File: src/rtl/zld_xc.sv
// zld_xc: zero run-length decoder.
// Expands the (DW+1)-bit token stream from the ZLE encoder into a DW-bit
// value stream. A token with MSB=0 is a literal; MSB=1 is a run of
// (low bits + 1) zeros. Output is fully registered with one cycle latency.
// Optional build macro ZLD_XC_ERR_EN adds a sticky `err` output that flags
// reception of an all-zero literal token.
module zld_xc #(
    parameter int DW = 3
) (
    input  logic          clock,
    input  logic          reset,
    input  logic [DW:0]   i_d,
    input  logic          i_v,
    output logic          i_b,
    output logic [DW-1:0] o_d,
    output logic          o_v,
    input  logic          o_b
`ifdef ZLD_XC_ERR_EN
    ,
    output logic          err
`endif
);

    typedef enum logic {
        S_PASS = 1'b0,
        S_RUN  = 1'b1
    } state_t;

    state_t          state;
    state_t          state_nxt;
    logic [DW-1:0]   rcnt;
    logic [DW-1:0]   rcnt_nxt;
    logic [DW-1:0]   o_d_nxt;
    logic            o_v_nxt;
    logic            slot_free;
    logic            accept;
    logic            is_run;
    logic [DW-1:0]   tok_val;

    assign is_run  = i_d[DW];
    assign tok_val = i_d[DW-1:0];

    // Output register can take a new value when empty or being drained.
    assign slot_free = !o_v | !o_b;

    // Upstream is held off during reset, while a run is being expanded, and on a downstream stall.
    assign i_b    = reset | (state == S_RUN) | (o_v & o_b);
    assign accept = i_v & !i_b;

    // State register: FSM state, run counter and the registered output stage.
    always_ff @(posedge clock or posedge reset) begin
        if (reset) begin
            state <= S_PASS;
            rcnt  <= '0;
            o_d   <= '0;
            o_v   <= 1'b0;
        end else begin
            state <= state_nxt;
            rcnt  <= rcnt_nxt;
            o_d   <= o_d_nxt;
            o_v   <= o_v_nxt;
        end
    end

    // Next-state logic: enter S_RUN for runs longer than one zero, count down while emitting.
    always_comb begin
        state_nxt = state;
        rcnt_nxt  = rcnt;
        case (state)
            S_PASS: begin
                // The first zero of a run is emitted on accept, so only n>0 needs S_RUN.
                if (accept && is_run && (tok_val != '0)) begin
                    rcnt_nxt  = tok_val;
                    state_nxt = S_RUN;
                end
            end
            S_RUN: begin
                if (slot_free) begin
                    rcnt_nxt = rcnt - DW'(1);
                    if (rcnt == DW'(1)) begin
                        state_nxt = S_PASS;
                    end
                end
            end
            default: begin
                state_nxt = S_PASS;
            end
        endcase
    end

    // Output logic: next value for the output register; holds on stall.
    always_comb begin
        o_d_nxt = o_d;
        o_v_nxt = o_v;
        case (state)
            S_PASS: begin
                if (accept) begin
                    o_d_nxt = is_run ? '0 : tok_val;
                    o_v_nxt = 1'b1;
                end else if (o_v && !o_b) begin
                    o_v_nxt = 1'b0;
                end
            end
            S_RUN: begin
                if (slot_free) begin
                    o_d_nxt = '0;
                    o_v_nxt = 1'b1;
                end
            end
            default: begin
                o_v_nxt = 1'b0;
            end
        endcase
    end

`ifdef ZLD_XC_ERR_EN
    // Sticky flag: an all-zero literal is legal but unexpected from the encoder.
    always_ff @(posedge clock or posedge reset) begin
        if (reset) begin
            err <= 1'b0;
        end else if (accept && (i_d == '0)) begin
            err <= 1'b1;
        end
    end
`endif

endmodule

File: config.mk
export PLATFORM = sky130hd
export DESIGN_NAME = zld_xc
export DESIGN_NICKNAME = d
export VERILOG_FILES = /design/src/rtl/zld_xc.sv
export SDC_FILE = /design/constraint.sdc
export NUM_CORES = 1
export LEC_CHECK = 0
export ABC_AREA = 1
export CAP_MARGIN = 20
export CORE_AREA = 2 2 39 41
export CTS_CLUSTER_SIZE = 8
export DETAILED_ROUTE_END_ITERATION = 10
export DIE_AREA = 0 0 41 43
export PLACE_DENSITY_LB_ADDON = 0.1
export SETUP_SLACK_MARGIN = 0.2
export SYNTH_ARGS = -nofsm -noshare
export SYNTH_HDL_FRONTEND = slang
export SYNTH_SLANG_ARGS = --single-unit
export TNS_END_PERCENT = 30
File: constraint.sdc
create_clock -name clock -period 1.25 [get_ports clock]
set_clock_uncertainty 0.1 [all_clocks]
set_input_delay 0.125 -clock clock [delete_from_list [all_inputs] [get_ports clock]]
set_output_delay 0.125 -clock clock [all_outputs]
set_load 0.005 [all_outputs]
==> metrics.txt <==
Reg2Reg Setup Slack=0.04 ns; Pleak=0.390 nW; layout net count=99; most frequent CP cell=nand2_1; P&R area growth vs syn=58.1%; Post-Syn Instances=59; WS Path Type=reg -> reg; initial antenna violation count=0; peak supply drop=1.27 mV; vias in the first global route=445; Crit path max-delay family=flip-flops; fill count=145; run status=completed; number of H-tree levels=1; Clock Path Buffers=2; DRT Wirelength=1140 um; Crit. End Element=flop; Starting DRT DRC Count=5; synth unique cells=15; Hold Slack=0.395 ns; RePlAce Congestion=0.693; post-route ant nets=0; DR DRC count=0; Max Cap Viol=0; I/O Pins=13; GR Overflow Total=0; syn_nets=69; Worst path slowest cell=dfrtp_1; Pre-Repair DR Iteration Count=4; Synth Cell Area=478 um2; Skew-Pair Late Insertion Delay=0.26 ns; slew margin rel.=0.778; global-route wire length before repair=1720 um; n_diodes=0; TritonCTS clock tree=yes; CTS buffer count=3; clk slew on worst S/H paths=0.06 ns; Critical Path Fanout Max=3; CP Cell Sequence=buf_4 -> nand2_2 -> inv_1 -> o21bai_4 -> nand2_1 -> nand2_1; Syn Area/Cell=8.10 um2; critical path required time=1.30 ns; routed vias/inst=4.74; RSZ-0062 raised after global routing=yes; Post-Layout Cell Count=103; Ys Warns=0; pre-CTS setup slack=-0.214 ns; CTS Sinks=8; Rows=14; PwrDens=1990 mW/mm2; Initial Util=0.345; vias=488; wire per inst=11.1 um; largest net degree at the start of global routing=11; most frequent cells in the layout=nand2_1 (16), buf_4 (9), dfrtp_1 (8); max-slew violations=0; max incr delay on CP=0.40 ns; Tcrit/Tclk final=0.966; die height=43 um; Seq/Total Area, Yosys=0.419; hpwl dp=796 um; share of cells above drive strength 1=0.402; CTS Root Cell=clkbuf_4; class of the worst hold path=reg -> reg; worst path bufs/invs=2; Yosys reg bits=8; fmax=0.828 GHz; Hold Vio Cnt, Final=0; Slew @ Worst Pin=0.333 ns; Core Area=0.00138 mm2; fin crit period=1.21 ns; final setup margin=0.0423 ns; die width=41 um; Setup crit start kind=flop; DIE AREA=0.00176 mm2; commonest non-fill, non-tap cell in the layout=nand2_1; Placed Cells=95; gr usage total=0.150; fin util=0.546; PortBufs=12; Setup violations, final=0; arrival time worst endpoint=1.26 ns
## final cells by class
type	count	area, um2	share of cell area
Clock buffer	3	22.5	0.0298
Inverter	9	40.0	0.0530
Multi-Input combinational cell	42	272	0.359
Sequential cell	8	200	0.265
Tap cell	16	20.0	0.0265
Timing Repair Buffer	24	194	0.257
Timing Repair inverter	1	7.51	0.00993
## metrics by stage
step	total power [mW]	area, um2	setup TNS [ns]
global route	1.64	756	-0.0328
global placement	1.21	681	-1.33
floorplan	0.890	480	0
detailed placement	1.21	681	-1.43
CTS	1.43	728	0
finish	1.51	756	0
## path summary, 6_finish.rpt
path,from,to,depth (start not counted)
setup reg to reg,state,rcnt[2],6
max in group asynchronous,reset,rcnt[0],3
hold reg to reg,o_d[0],o_d[0],2
min in group asynchronous,reset,o_v,3
setup / recovery,state,rcnt[2],6
hold / removal,o_d[0],o_d[0],2
## registers in the layout (all words and copies together), names as in the netlist
signal	cells
o_d	3
rcnt	3
o_v	1
state	1
## repair_timing
action,4_1_cts,5_1_grt
gates resized for setup,21,9
cloned,0,1
setup buffers,1,2
hold endpoints to repair,8,0
setup endpoints to repair,13,11
pin swaps,1,4
hold buffers,1,0
## cells by family (layout without fill, tap and decap cells)
| logic type | Yosys count | in the layout | synth area share |
|---|---|---|---|
| buf+inv | 9 | 37 | 0.0707 |
| xor+xnor | 1 | 1 | 0.0183 |
| compound gates | 9 | 9 | 0.123 |
| simple gates | 30 | 30 | 0.317 |
| flops | 8 | 8 | 0.419 |
| fa+ha+maj | 2 | 2 | 0.0523 |
## layer usage
layer / share of wire / routed length [um] / global-route usage
met1: 0.46 / 524 / 0.180
met2: 0.46 / 529 / 0.219
met3: 0.044 / 50 / 0.0471
met4: 0.031 / 35 / 0.100
met5: 0 / 0 / 0
## synth_stat cells, drive strengths merged
cell / instances / area (um2)
a21oi: 1 / 5.00
and3b: 1 / 8.76
dfrtp: 8 / 200
ha: 2 / 25.0
inv: 9 / 33.8
nand2: 20 / 80.1
nand3: 7 / 47.6
nor2: 2 / 15.0
o21ai: 7 / 35.0
o21bai: 1 / 18.8
xnor2: 1 / 8.76
## report_power, final
part / internal [mW] / switching [mW]
Combinational: 0.420 / 0.412
Clock: 0.110 / 0.0943
Sequential: 0.381 / 0.0883
Total: 0.912 / 0.595
## worst min-delay path, cell delays in order (launching register included)
cell     delay [ns]
dfrtp_1        0.34
nand2_1        0.05
o21ai_1        0.07
Power figures use the tool's default switching activity.
